[config.mk]
export PLATFORM = sky130hd
export DESIGN_NAME = pf_ddr4_odt_lane_ctrl
export DESIGN_NICKNAME = d
export VERILOG_FILES = /design/src/rtl/pf_ddr4_odt_lane_ctrl.sv
export SDC_FILE = /design/constraint.sdc
export NUM_CORES = 1
export LEC_CHECK = 0
export CAP_MARGIN = 15
export CORE_ASPECT_RATIO = 1.2
export CORE_MARGIN = 1.5
export CORE_UTILIZATION = 50
export CTS_BUF_LIST = sky130_fd_sc_hd__clkbuf_4 sky130_fd_sc_hd__clkbuf_8 sky130_fd_sc_hd__clkbuf_16
export DETAILED_ROUTE_END_ITERATION = 7
export GPL_ROUTABILITY_DRIVEN = 0
export PLACE_DENSITY_LB_ADDON = 0.15
export REMOVE_ABC_BUFFERS = 1
export SLEW_MARGIN = 10
export SYNTH_ARGS = -nofsm -noshare
export SYNTH_HDL_FRONTEND = slang
export SYNTH_SLANG_ARGS = --single-unit
export TNS_END_PERCENT = 5
[constraint.sdc]
create_clock -name FAB_CLK -period 3.8 [get_ports FAB_CLK]
set_input_delay 0.57 -clock FAB_CLK [delete_from_list [all_inputs] [get_ports FAB_CLK]]
set_output_delay 0.57 -clock FAB_CLK [all_outputs]
set_load 0.005 [all_outputs]
[src/rtl/pf_ddr4_odt_lane_ctrl.sv]
// Multi-rank DDR4 ODT lane controller.
// Each rank has a shift window that produces GEAR ODT slots per fabric cycle.
// A separate sequencer drives the IOD delay lines (LOAD/MOVE/DIRECTION) for
// absolute seeks and single-step tap moves.
module pf_ddr4_odt_lane_ctrl #(
  parameter int NUM_RANKS = 1,
  parameter int GEAR      = 4,
  parameter int MAX_LAT   = 15,
  parameter int MAX_LEN   = 8,
  parameter int TAP_MAX   = 127,
  parameter int MOVE_GAP  = 2,
  localparam int RW = (NUM_RANKS > 1) ? $clog2(NUM_RANKS) : 1,
  localparam int LW = $clog2(MAX_LAT + 1),
  localparam int NW = $clog2(MAX_LEN + 1),
  localparam int TW = $clog2(TAP_MAX + 1)
) (
  input  logic                      FAB_CLK,
  input  logic                      ARST,
  input  logic                      ODT_REQ,
  input  logic [RW-1:0]             ODT_RANK,
  input  logic [LW-1:0]             CFG_ODT_LAT,
  input  logic [NW-1:0]             CFG_ODT_LEN,
  input  logic [NUM_RANKS-1:0]      CFG_ODT_FORCE,
  output logic [NUM_RANKS*GEAR-1:0] TX_DATA,
  output logic [NUM_RANKS*GEAR-1:0] OE_DATA,
  input  logic                      DLY_START,
  input  logic                      DLY_MODE,
  input  logic [RW-1:0]             DLY_LANE,
  input  logic [TW-1:0]             DLY_TARGET,
  input  logic                      DLY_STEP_DIR,
  output logic                      DLY_BUSY,
  output logic                      DLY_DONE,
  output logic                      DLY_ERR,
  output logic [TW-1:0]             DLY_TAP,
  output logic [NUM_RANKS-1:0]      DELAY_LINE_LOAD,
  output logic [NUM_RANKS-1:0]      DELAY_LINE_MOVE,
  output logic [NUM_RANKS-1:0]      DELAY_LINE_DIRECTION,
  input  logic [NUM_RANKS-1:0]      DELAY_LINE_OUT_OF_RANGE
);

  localparam int WW = (MAX_LAT + MAX_LEN > GEAR) ? (MAX_LAT + MAX_LEN) : GEAR;
  localparam int GW = (MOVE_GAP > 1) ? $clog2(MOVE_GAP + 1) : 1;

  typedef enum logic [2:0] {S_IDLE, S_LOAD, S_GAP, S_MOVE, S_DONE, S_ERR} dly_state_t;

  function automatic logic [LW-1:0] sat_lat(input logic [LW-1:0] v);
    return (int'(v) > MAX_LAT) ? LW'(MAX_LAT) : v;
  endfunction

  function automatic logic [NW-1:0] sat_len(input logic [NW-1:0] v);
    return (int'(v) > MAX_LEN) ? NW'(MAX_LEN) : v;
  endfunction

  // LEN consecutive ones starting LAT slots into the window
  function automatic logic [WW-1:0] odt_mask(input logic [LW-1:0] lat, input logic [NW-1:0] len);
    logic [WW-1:0] ones;
    ones = (WW'(1) << len) - WW'(1);
    return ones << lat;
  endfunction

  logic            req_r;
  logic [RW-1:0]   rank_r;
  logic [LW-1:0]   lat_r;
  logic [NW-1:0]   len_r;
  logic            out_en;
  logic [WW-1:0]   win [NUM_RANKS];

  dly_state_t      state;
  logic [RW-1:0]   lane_q;
  logic            mode_q;
  logic [TW-1:0]   tgt_q;
  logic [TW-1:0]   tap [NUM_RANKS];
  logic [TW-1:0]   tap_prev;
  logic [GW-1:0]   cnt;
  logic [NUM_RANKS-1:0] load_q, move_q, dir_q;
  logic            done_q, err_q;

  logic [TW-1:0]   tap_in, tap_cur;
  logic            oor_cur, start_bad;

  // Request stage, then per-rank window shift with the new window ORed in
  always_ff @(posedge FAB_CLK or posedge ARST) begin
    if (ARST) begin
      req_r  <= 1'b0;
      rank_r <= '0;
      lat_r  <= '0;
      len_r  <= '0;
      out_en <= 1'b0;
      for (int r = 0; r < NUM_RANKS; r++) win[r] <= '0;
    end else begin
      req_r  <= ODT_REQ;
      rank_r <= ODT_RANK;
      lat_r  <= sat_lat(CFG_ODT_LAT);
      len_r  <= sat_len(CFG_ODT_LEN);
      out_en <= 1'b1;
      for (int r = 0; r < NUM_RANKS; r++)
        win[r] <= (win[r] >> GEAR) |
                  ((req_r && rank_r == RW'(r)) ? odt_mask(lat_r, len_r) : '0);
    end
  end

  // Lowest GEAR window bits go out this cycle; force is held off until out of reset
  always_comb begin
    TX_DATA = '0;
    for (int r = 0; r < NUM_RANKS; r++)
      TX_DATA[r*GEAR +: GEAR] = win[r][GEAR-1:0] | {GEAR{CFG_ODT_FORCE[r] & out_en}};
  end

  assign OE_DATA = {(NUM_RANKS*GEAR){out_en}};

  // Select tap/range flag of the requested lane and of the latched lane
  always_comb begin
    tap_in  = '0;
    tap_cur = '0;
    oor_cur = 1'b0;
    for (int r = 0; r < NUM_RANKS; r++) begin
      if (DLY_LANE == RW'(r)) tap_in = tap[r];
      if (lane_q == RW'(r)) begin
        tap_cur = tap[r];
        oor_cur = DELAY_LINE_OUT_OF_RANGE[r];
      end
    end
    start_bad = (int'(DLY_LANE) >= NUM_RANKS) ||
                (!DLY_MODE && int'(DLY_TARGET) > TAP_MAX) ||
                (DLY_MODE && DLY_STEP_DIR && int'(tap_in) == TAP_MAX) ||
                (DLY_MODE && !DLY_STEP_DIR && tap_in == '0);
  end

  // Delay-line sequencer; pulses are registered on entry to their state
  always_ff @(posedge FAB_CLK or posedge ARST) begin
    if (ARST) begin
      state    <= S_IDLE;
      lane_q   <= '0;
      mode_q   <= 1'b0;
      tgt_q    <= '0;
      tap_prev <= '0;
      cnt      <= '0;
      load_q   <= '0;
      move_q   <= '0;
      dir_q    <= '0;
      done_q   <= 1'b0;
      err_q    <= 1'b0;
      for (int r = 0; r < NUM_RANKS; r++) tap[r] <= '0;
    end else begin
      load_q <= '0;
      move_q <= '0;
      done_q <= 1'b0;
      err_q  <= 1'b0;
      case (state)
        S_IDLE: begin
          if (DLY_START) begin
            lane_q <= DLY_LANE;
            mode_q <= DLY_MODE;
            tgt_q  <= DLY_TARGET;
            if (start_bad) begin
              state <= S_ERR;
              err_q <= 1'b1;
            end else begin
              tap_prev <= tap_in;
              for (int r = 0; r < NUM_RANKS; r++) begin
                if (DLY_LANE == RW'(r)) begin
                  if (!DLY_MODE) begin
                    load_q[r] <= 1'b1;
                    tap[r]    <= '0;
                  end else begin
                    move_q[r] <= 1'b1;
                    dir_q[r]  <= DLY_STEP_DIR;
                    tap[r]    <= DLY_STEP_DIR ? tap_in + TW'(1) : tap_in - TW'(1);
                  end
                end
              end
              state <= DLY_MODE ? S_MOVE : S_LOAD;
            end
          end
        end
        S_LOAD, S_MOVE: begin
          state <= S_GAP;
          cnt   <= GW'(MOVE_GAP - 1);
        end
        S_GAP: begin
          if (oor_cur) begin
            for (int r = 0; r < NUM_RANKS; r++)
              if (lane_q == RW'(r)) tap[r] <= tap_prev;
            state <= S_ERR;
            err_q <= 1'b1;
          end else if (cnt == '0) begin
            if (!mode_q && tap_cur != tgt_q) begin
              tap_prev <= tap_cur;
              for (int r = 0; r < NUM_RANKS; r++) begin
                if (lane_q == RW'(r)) begin
                  move_q[r] <= 1'b1;
                  dir_q[r]  <= 1'b1;
                  tap[r]    <= tap_cur + TW'(1);
                end
              end
              state <= S_MOVE;
            end else begin
              state  <= S_DONE;
              done_q <= 1'b1;
            end
          end else begin
            cnt <= cnt - GW'(1);
          end
        end
        S_DONE, S_ERR: state <= S_IDLE;
        default:       state <= S_IDLE;
      endcase
    end
  end

  assign DLY_BUSY             = (state != S_IDLE);
  assign DLY_DONE             = done_q;
  assign DLY_ERR              = err_q;
  assign DLY_TAP              = tap_cur;
  assign DELAY_LINE_LOAD      = load_q;
  assign DELAY_LINE_MOVE      = move_q;
  assign DELAY_LINE_DIRECTION = dir_q;

endmodule

Word level (Yosys, flattened, before mapping)
Cells that the tools add are included.

RAM bits: 0. Input port bits: 25. Bits in read-only memories: 0. Logic and storage cells: 135. Register bits after elaboration: 67. Bits in latches: 0. Output and inout port bits: 21. Memories: 0.

Divide/modulo/power cells: 0. Bitwise logic cells: 4. Mux-type cells: 63. Reductions and logical operators: 23. Add/sub/neg operators: 5. Magnitude comparators: 2. Multipliers: 0. Shifts and indexed selects: 2. Equal/unequal tests: 18.

Operators with widths (number): $mux W7 (17); $mux W1 (29); $pmux W7 S2 (2); $mux W23 (1); $or A19 B23 Y23 (1); $shl A1 B4 Y23 const A (1); $shl A23 B4 Y23 (1); $sub A23 B2 Y23 const B (1); $ne A2 B2 Y1 const B (9); $mux W3 (5); $add A7 B1 Y7 const B (2); $ne A3 B3 Y1 const B (3); $pmux W3 S3 (1); $reduce_and A9 Y1 (1); $reduce_and A8 Y1 (1); $eq A7 B1 Y1 const B (1); $logic_not A7 Y1 (1); $ne A7 B7 Y1 (1); $sub A7 B1 Y7 const B (1); $eq A3 B2 Y1 const B (2); $logic_and A1 B1 Y1 (6); $mux W2 (3); $pmux W1 S2 (3); $reduce_and A6 Y1 (1); 19 further kinds (23).

Depth between registers and ports, before layout
Depth in word-level cells: 8. Mapped depth: 11. Mapped depth without buffers: 9.

Least setup slack after synthesis
No wires, ideal clock.

Kind: reg-to-reg. Start point: register len_r[0]. End point: register win[17] (netlist name). Clock period less this slack: 2.766 ns. Required time: 3.674 ns. Library setup time: 0.126 ns. Path buffers: 2. Setup slack: 1.034 ns. Arrival time: 2.640 ns. Stages on the path, launching flop included: 12. Cell sequence: dfrtp_1 > clkbuf_1 > nor4_2 > inv_1 > ha_1 > clkbuf_1 > nand2_1 > nor3_1 > a211oi_1 > mux2i_1 > mux2_2 > a221o_1.

Word-level cells in the longest chain between the ends: 5.

RTL lines: from (decl) (line 64) `logic [NW-1:0] len_r;`; from (signal assigned) (line 94) `len_r <= sat_len(CFG_ODT_LEN);`; $shl A1 B4 Y23 (line 57) `ones = (WW'(1) << len) - WW'(1);`; $sub A23 B2 Y23 (line 57); $shl A23 B4 Y23 (line 58) `return ones << lat;`; $mux W23 (line 98) `((req_r && rank_r == RW'(r)) ? odt_mask(lat_r, len_r) : '0);`; $or A19 B23 Y23 (line 97) `win[r] <= (win[r] >> GEAR) |`; to (signal, indexed assignment) (line 97); to (decl) (line 66) `logic [WW-1:0] win [NUM_RANKS];`.

Every way passes these cells. A chain may end at the register's enable or synchronous reset.

Final worst setup path
Start point: register len_r[2]. End point: register win[17] (netlist name).

Same word-level chain as after synthesis.

==> run metrics <==
DP HPWL=about 8 mm; Yosys top cell area share=37.8%; count leader, synth=dfrtp_1; synth cell count leaders=dfrtp_1 (67), nand2_1 (60), nor2_1 (33), o21ai_0 (33), clkbuf_1 (26); clock tree buffer depth=2; routed vias=3857; I/O Buffers=45; GRT Residual Overflow=0; Final min period=roughly 3300 ps; Max Slew Vio Count=0; I/O pin count=46; clock net sink count=67; maximum VDD drop=325 uV; power density over the cells=552 mW/mm^2; Max Cap Viol=0; hold crit path type=register to register; WS Path Type=register to register; Mapped Cells=501; min-delay src=win[13]; hold path cells=1; clk_lat worst skew=360 ps; Post-Route WL=11.2 mm; CTS root buf=clkbuf_8; Synth Cell Area=0.00444 sq mm; CP required=approximately 4100 ps; FF-to-FF End=win[17]; R2R cell count=8; asr flop ratio synth=100%; RSZ-0062 raised after global routing=false; placed instance area=0.00488 sq mm; Yosys reg bits=67; Worst slew margin=29.5%; cts bufs inserted=9; worst hold endpoint=win[9]; Slowest Stage Delay on Critical Path=630 ps; Core ar.=0.00861 sq mm; DIE HEIGHT=106 um; Row Count=37; Avg Cell Area, Syn=8.86 sq um; yosys synthesis warning count=0; worst-path cell chain=nor4_2 > inv_1 > ha_1 > nand2b_1 > a211oi_1 > mux2i_1 > mux2_2 > a221o_1; Synth area leaders=dfrtp_1 (38%), nand2_1 (5.1%), mux2i_1 (4.7%); vias in the first global route=3848; # H-tree levels=3; Die ar.=0.00946 sq mm; share of cells above drive strength 1=8.60%; post-CTS setup buffers=0; Final Skew=about 14 ps; antenna-violating nets left=0; reg2reg start=len_r[2]; die width=89.0 um; total leakage power=2.19 nW; post-synthesis cell type count=between 60 and 70; global-route wire length before repair=~19 mm; FF-to-FF setup slack=460 ps; critical path launch point type=register; critical path arrival=3590 ps; Final Setup Violations=0; status=finished clean; synth-to-layout area growth=13.8%; register area share after synthesis=37.8%; CP max FO=26; CP max-delay cell=dfrtp_1; EDFF count, synth=0; pin count of the biggest net entering global routing=34; DR DRC count=0; Pre-antenna DRT Iters=5; n_diodes=0; Final Cell Area=0.00505 sq mm; setup TNS=0 ps; DRT iter0 DRCs=~230; Fin. Hold Viols=0; period utilisation layout=87.9%; maximum clock frequency=0.299 GHz; DR vias/cell=6.03; DR WL/cell=approximately 17 um; CTS tree=yes; Least-Margin Pin Slew=between 1000 and 1500 ps; Worst-path clk slew=90 ps; Starting Density=about 52%; # hold bufs at CTS=0; initial antenna violation count=0; total track usage=25.7%; Worst Setup End Kind=register; fin nets=roughly 550; Resized cells post-CTS=0; cell taking the most area after synthesis=dfrtp_1; top_reg_cell synth=dfrtp_1
[placed cells by master (no fill, tap or decap), types with 11 or more instances in the layout]
master and n:
inv_1 15, nand2_1 60, nor2b_1 18, nand2b_1 15, o21ai_0 33, nand3_1 11
a21oi_1 14, mux2i_1 21, dfrtp_1 67, clkdlybuf4s50_1 45, nor2_1 33
[routing by layer]
layer	GRT usage, %	part of all wire, %	wire length (um)	vias up
li1	-	-	-	1819
met1	32.3	41	4530	1896
met2	44.0	53	5900	124
met3	3.65	4.5	508	18
met4	9.56	2.1	233	0
met5	0	0	0	-
[state kept, by name, summed over array words and instances (netlist names), 2 cells and up]
signal    cells
len_r         4
cnt           2
state         3
tap           7
lat_r         4
tgt_q         7
tap_prev      7
win          23
[per-stage QoR]
stage	hold slack (ps)	instances	power [mW]	worst slack (ps)	util, %
global route	457	640	2.98	194	58.7
floorplan	404	459	1.82	913	-
detailed placement	429	624	2.23	488	56.6
CTS	448	640	2.79	490	58.7
finish	445	640	2.79	460	58.7
global placement	414	624	2.20	612	56.6
[critical path, delay by kind of cell (launching register included)]
kind            cells  cell delay [ps]
fa+ha+maj           1              380
buf+inv             1              100
simple gates        2              810
flops               1              630
mux                 2              440
compound gates      2              890
[power by group]
group	leakage, nW	internal [mW]	switching, mW	total (mW)
logic	1.25	0.542	0.560	1.10
registers	0.855	0.880	0.248	1.13
clock network	0.0896	0.240	0.317	0.557
total	2.19	1.66	1.13	2.79
[worst max path at each step]
stage             start  endpoint  slack [ps]
4_1_cts        len_r[3]   win[17]         490
3_3_place_gp   len_r[2]   win[17]         610
3_5_place_dp   len_r[3]   win[17]         490
6_report       len_r[2]   win[17]         460
5_1_grt        len_r[2]   win[17]         190
2_1_floorplan  len_r[3]   win[19]         910
[layout make-up]
class / count / area [sq um]
Inverter: 17 / 63.8
Clock inverter: 7 / 52.6
Fill cell: 811 / 3560
Clock buffer: 9 / 124
Tap cell: 117 / 146
Sequential cell: 67 / 1680
Multi-Input combinational cell: 375 / 2520
Timing Repair Buffer: 48 / 473
[logic make-up (layout without fill, tap and decap cells)]
kind of cell             after synthesis  in the layout  share of synthesized area, %
AO/OA/AOI/OAI                        116            116                          18.3
XOR/XNOR                              13             13                          2.56
adder cells (fa/ha/maj)                9              9                          2.71
buffers and inverters                 59             81                          5.72
flip-flops                            67             67                          37.8
multiplexers                          35             35                          9.04
other                                  1              1                        0.0844
AND/OR/NAND/NOR                      201            201                          23.8
No activity file was read; power rests on OpenSTA's default activity.
